File: config.mk
export PLATFORM = sky130hd
export DESIGN_NAME = fp_mul_issue_ctrl
export DESIGN_NICKNAME = d
export VERILOG_FILES = /design/src/rtl/fp_pkg.sv /design/src/rtl/fp_special_detect.sv /design/src/rtl/fp_mul_issue_ctrl.sv
export SDC_FILE = /design/constraint.sdc
export NUM_CORES = 1
export LEC_CHECK = 0
export CAP_MARGIN = 15
export CORE_UTILIZATION = 42
export DETAILED_ROUTE_END_ITERATION = 12
export GPL_ROUTABILITY_DRIVEN = 0
export GPL_TIMING_DRIVEN = 0
export HOLD_SLACK_MARGIN = 0.03
export PLACE_DENSITY = 0.85
export SYNTH_ARGS = -nofsm -noshare
export SYNTH_HDL_FRONTEND = slang
export SYNTH_SLANG_ARGS = --single-unit
File: constraint.sdc
create_clock -name clk -period 2.4 [get_ports clk]
set_input_delay 0.48 -clock clk [delete_from_list [all_inputs] [get_ports clk]]
set_output_delay 0.48 -clock clk [all_outputs]
set_load 0.01 [all_outputs]
File: src/rtl/fp_pkg.sv
// Shared IEEE-754 single-precision constants and the issue-controller state type.
// Latency: n/a (declarations only).
// Backpressure: n/a.
package fp_pkg;

    localparam int EXP_W  = 8;
    localparam int MANT_W = 23;

    localparam logic [EXP_W-1:0] EXP_MAX = 8'hFF;
    localparam logic [31:0]      QNAN    = 32'h7FC00000;
    localparam logic [31:0]      POS_INF = 32'h7F800000;

    typedef enum logic [1:0] {
        S_IDLE  = 2'd0,
        S_START = 2'd1,
        S_WAIT  = 2'd2,
        S_HOLD  = 2'd3
    } state_t;

endpackage

File: src/rtl/fp_special_detect.sv
// Classifies an operand pair and builds the bypass result for special cases.
// Latency: purely combinational, zero cycles.
// Backpressure: none; the caller decides when to sample the outputs.
module fp_special_detect
    import fp_pkg::*;
(
    input  logic [31:0] a,
    input  logic [31:0] b,
    output logic        is_special,
    output logic [31:0] byp_result,
    output logic        byp_exception,
    output logic        byp_overflow,
    output logic        byp_underflow
);

    logic [EXP_W-1:0]  exp_a, exp_b;
    logic [MANT_W-1:0] man_a, man_b;
    logic              nan_a, nan_b, inf_a, inf_b, zero_a, zero_b, den_a, den_b;
    logic              sign_r;

    assign exp_a  = a[EXP_W+MANT_W-1:MANT_W];
    assign exp_b  = b[EXP_W+MANT_W-1:MANT_W];
    assign man_a  = a[MANT_W-1:0];
    assign man_b  = b[MANT_W-1:0];
    assign nan_a  = (exp_a == EXP_MAX) && (man_a != '0);
    assign nan_b  = (exp_b == EXP_MAX) && (man_b != '0);
    assign inf_a  = (exp_a == EXP_MAX) && (man_a == '0);
    assign inf_b  = (exp_b == EXP_MAX) && (man_b == '0);
    assign zero_a = (exp_a == '0) && (man_a == '0);
    assign zero_b = (exp_b == '0) && (man_b == '0);
    assign den_a  = (exp_a == '0) && (man_a != '0);
    assign den_b  = (exp_b == '0) && (man_b != '0);
    assign sign_r = a[31] ^ b[31];

    // Priority NaN > inf > denormal > zero; denormals flush to a signed zero.
    always_comb begin
        is_special    = 1'b1;
        byp_result    = {sign_r, 31'd0};
        byp_exception = 1'b0;
        byp_overflow  = 1'b0;
        byp_underflow = 1'b0;
        if (nan_a || nan_b || (inf_a && zero_b) || (inf_b && zero_a)) begin
            byp_result    = QNAN;
            byp_exception = 1'b1;
        end else if (inf_a || inf_b) begin
            byp_result    = POS_INF | {sign_r, 31'd0};
            byp_overflow  = 1'b1;
        end else if (den_a || den_b) begin
            byp_underflow = 1'b1;
        end else if (!(zero_a || zero_b)) begin
            is_special    = 1'b0;
        end
    end

endmodule

File: src/rtl/fp_mul_issue_ctrl.sv
// Issues operand pairs to an external multi-cycle float multiplier, bypassing special values.
// Latency: accept cycle N -> out_valid in cycle N+LATENCY+2 (multiplier) or N+1 (bypass).
// Backpressure: one operation in flight; in_ready only in IDLE, result held until out_ready.
module fp_mul_issue_ctrl
    import fp_pkg::*;
#(
    parameter int LATENCY = 17
) (
    input  logic        clk,
    input  logic        reset,
    input  logic        in_valid,
    output logic        in_ready,
    input  logic [31:0] in_a,
    input  logic [31:0] in_b,
    output logic [31:0] mul_a,
    output logic [31:0] mul_b,
    output logic        mul_start,
    input  logic [31:0] mul_result,
    input  logic        mul_exception,
    input  logic        mul_overflow,
    input  logic        mul_underflow,
    output logic        out_valid,
    input  logic        out_ready,
    output logic [31:0] out_result,
    output logic        out_exception,
    output logic        out_overflow,
    output logic        out_underflow,
    output logic [2:0]  sticky_flags,
    input  logic        clr_sticky
);

    localparam int CNT_W = (LATENCY > 1) ? $clog2(LATENCY) : 1;

    state_t             state;
    logic [CNT_W-1:0]   cnt;
    logic               is_special;
    logic [31:0]        byp_result;
    logic               byp_exception, byp_overflow, byp_underflow;
    logic               out_xfer;

    fp_special_detect u_detect (
        .a             (in_a),
        .b             (in_b),
        .is_special    (is_special),
        .byp_result    (byp_result),
        .byp_exception (byp_exception),
        .byp_overflow  (byp_overflow),
        .byp_underflow (byp_underflow)
    );

    assign out_xfer = out_valid && out_ready;

    // Issue FSM; every handshake and multiplier-facing output is a register.
    always_ff @(posedge clk or negedge reset) begin
        if (!reset) begin
            state         <= S_IDLE;
            cnt           <= '0;
            in_ready      <= 1'b1;
            mul_start     <= 1'b0;
            mul_a         <= '0;
            mul_b         <= '0;
            out_valid     <= 1'b0;
            out_result    <= '0;
            out_exception <= 1'b0;
            out_overflow  <= 1'b0;
            out_underflow <= 1'b0;
        end else begin
            case (state)
                S_IDLE: begin
                    if (in_valid && in_ready) begin
                        mul_a    <= in_a;
                        mul_b    <= in_b;
                        in_ready <= 1'b0;
                        if (is_special) begin
                            out_result    <= byp_result;
                            out_exception <= byp_exception;
                            out_overflow  <= byp_overflow;
                            out_underflow <= byp_underflow;
                            out_valid     <= 1'b1;
                            state         <= S_HOLD;
                        end else begin
                            mul_start <= 1'b1;
                            state     <= S_START;
                        end
                    end
                end
                S_START: begin
                    mul_start <= 1'b0;
                    cnt       <= CNT_W'(LATENCY - 1);
                    state     <= S_WAIT;
                end
                S_WAIT: begin
                    // The multiplier output is only trusted on the cnt==0 cycle.
                    if (cnt == '0) begin
                        out_result    <= mul_result;
                        out_exception <= mul_exception;
                        out_overflow  <= mul_overflow;
                        out_underflow <= mul_underflow;
                        out_valid     <= 1'b1;
                        state         <= S_HOLD;
                    end else begin
                        cnt <= cnt - CNT_W'(1);
                    end
                end
                S_HOLD: begin
                    if (out_ready) begin
                        out_valid <= 1'b0;
                        in_ready  <= 1'b1;
                        state     <= S_IDLE;
                    end
                end
                default: state <= S_IDLE;
            endcase
        end
    end

    // Sticky flags: a clear drops old bits, flags from a same-cycle transfer still set.
    always_ff @(posedge clk or negedge reset) begin
        if (!reset) begin
            sticky_flags <= '0;
        end else begin
            sticky_flags <= (clr_sticky ? 3'b000 : sticky_flags)
                          | (out_xfer ? {out_exception, out_overflow, out_underflow} : 3'b000);
        end
    end

endmodule

==> results.toml <==
[routing]
first_iter_violations = 213
drt_wl_total_um = 13200
via_per_inst = 5.22
ant_nets = 0
route.vias.total = 4084
drc = 0
wl_per_cell_um = 16.8
drtPass1Iterations = 4

[critical_path]
startpoint_type = "primary input"
cp.required_ns = 2.67
crit_arrival_ns = 2.65
cp-end-kind = "flip-flop"
crit_type = "primary input to flip-flop"
crit_path_max_fanout = 3

[placement]
io_buffers = 208
place_ws_ns = -0.491
hpwl_um = 9980
dp.cells = 760

[cells_and_area]
fin_nets = 749
multi_input_area_um2 = 1950
seq_area_um2 = 2800
n_fill_cell = 806
area_delta_synth_final_pct = 59.0
num_antenna_cells = 0
drive_above_1_share = 0.118
layoutNonFillerInstCount = 783

[cts]
cts_buffer_depth = 2
htreeDepth = 3
clock_sinks = 112
clk_pin_slew_worst_paths_ns = 0.07
cts_tree = "yes"
cts_buffers = 9
clock_latency_ns = 0.34
cts_root_buf = "clkbuf_16"

[yosys]
yosysWarnings = 0
synth.ff_latch_count = 112
synth_area_leaders = "dfrtp_1 (58%), mux2_1 (13%), nand2_1 (5.1%), nand3_1 (3.0%), mux2_2 (1.9%)"
ys_seq_area_frac = 0.587
synth_edf_count = 0
async_flop_share = 1.00
synth_top_area_share = 0.581
post_synth.cell_area_avg_um2 = 11.6
yosysMostFrequentCell = "dfrtp_1"
synthDistinctLibCells = 38
netlist_top_cells_count = "dfrtp_1 (111), nand2_1 (65), mux2_1 (56)"
synthCells = 411
yosysTopAreaCell = "dfrtp_1"
synth_area_um2 = 4780
postSynthNetCount = 522
ys.flop_type = "dfrtp_1"

[floorplan]
initial_core_util = 0.435
die-area_um2 = 11800
die_w_um = 109
rows = 38
ios = 209
die_h_um = 109
coreArea_um2 = 11000

[timing]
clock_skew_ns = 0.00647
fin_tns_setup_ns = 0
tightestPinTransition_ns = 0.785
max_freq_mhz = 422
final-hold-violation-count = 0
min_period_over_period = 0.988
period_minus_slack_ns = 2.37
max-slew-margin-rel = 0.474
setup_viol = 0
setup_ws_ns = 0.0280
finalMaxSlewViolations = 0

[power_and_ir_drop]
power_leakage_nw = 3.64
p_per_area_nw_per_um2 = 501
power_mw = 3.80
ir_drop_uv = 331

[global_route]
grt_pass1_wl_um = 20400
first_global_vias = 4199
grt_use_total = 0.227
grt_max_degree = 66
grt_overflow_total = 0
antenna_found_initial = 0

[outcome]
status = "finished, final reports clean"

[flow_run]
maxCapViolCount = 0

[hold_path]
hp-class = "primary input to asynchronous set/reset pin"
[placed cells by master, fill, tap and decap left out, types with 2 or more instances in the layout]
cell type        count
clkdlybuf4s50_1    193
dfrtp_1            111
nand2_1             65
mux2_1              56
nand3_1             29
nor2_1              21
dlymetal6s2s_1      11
inv_1               10
buf_4               10
nor4_1               9
clkbuf_16            9
mux2_2               8
a21oi_1              8
clkbuf_2             7
nor4_2               7
ha_1                 7
o21ai_0              6
nand4_1              6
buf_2                6
o31ai_1              6
o21ai_1              5
clkbuf_1             4
xnor2_1              4
o31ai_2              4
clkbuf_8             3
dlygate4sd2_1        3
or4_4                2
or2_1                2
nor2b_1              2
nor3_1               2
nor3_2               2
or2_2                2
a21oi_2              2
bufinv_16            2
[area by class of cell]
type,count,area share
timing repair buffer,217,0.288
tap,140,0.0231
clock inverter,4,0.00972
inverter,11,0.00543
sequential,112,0.369
buffer,19,0.0130
multi-input combinational,268,0.256
clock buffer,12,0.0351
[layer usage]
| layer | share of wire | vias up | track usage |
|---|---|---|---|
| met2 | 0.52 | 163 | 0.405 |
| li1 | - | 1897 | - |
| met4 | 0.014 | 0 | 0.0792 |
| met1 | 0.39 | 2011 | 0.263 |
| met3 | 0.078 | 13 | 0.0562 |
| met5 | 0 | - | 0 |
[worst max-delay path, stage by stage]
cell	delay (ns)
clkdlybuf4s50_1	0.45
nor4_2	0.30
nand2_1	0.16
o21a_1	0.20
or4b_4	0.56
or3_4	0.38
a21oi_2	0.12
[sequential cells by signal, summed over array words and instances, names as in the netlist]
signal and cells:
mul_a 32, mul_b 32, cnt 5, out_result 32, state 2, out_overflow 1, sticky_flags 3, out_exception 1
mul_start 1, in_ready 1, out_underflow 1, out_valid 1
[final timing paths]
| kind | startpoint | to | slack, ns | cells after the start |
|---|---|---|---|---|
| max in group asynchronous | reset | mul_a[27] | 1.51 | 2 |
| max | in_a[4] | out_overflow | 0.03 | 7 |
| min reg2reg | out_result[8] | out_result[8] | 0.47 | 2 |
| max reg2reg | state[0] | out_result[29] | 0.17 | 10 |
| min | reset | sticky_flags[1] | 0.15 | 1 |
| min in group clk | in_a[3] | mul_a[3] | 0.42 | 2 |
[power breakdown]
| part | total [mW] | switching [mW] | internal [mW] |
|---|---|---|---|
| clock network | 1.67 | 0.663 | 1.00 |
| registers | 1.89 | 0.0000000000000000719 | 1.89 |
| logic | 0.253 | 0.0948 | 0.158 |
[stage by stage]
step	util	hold slack [ns]	cell area (µm²)
2_1_floorplan	-	0.184	4780
3_3_place_gp	0.641	0.448	7040
3_5_place_dp	0.643	0.459	7060
4_1_cts	0.680	0.190	7460
5_1_grt	0.692	0.209	7600
6_report	0.692	0.153	7600
[cells by family (layout without fill, tap and decap cells)]
group / count (synthesis) / count (layout) / synth area share
AO/OA/AOI/OAI: 39 / 39 / 0.0560
XOR/XNOR: 4 / 4 / 0.00733
adder cells (fa/ha/maj): 7 / 7 / 0.0183
buffers and inverters: 31 / 263 / 0.0251
flip-flops: 112 / 112 / 0.587
multiplexers: 64 / 64 / 0.151
AND/OR/NAND/NOR: 154 / 154 / 0.156
[timing repair]
action                                  CTS  global route
setup buffers                             2             6
endpoints found under the setup margin   92            49
hold buffers                              0             0
pin swaps                                 6            16
gates resized for setup                  20            30
No activity file was read; power rests on OpenSTA's default activity.
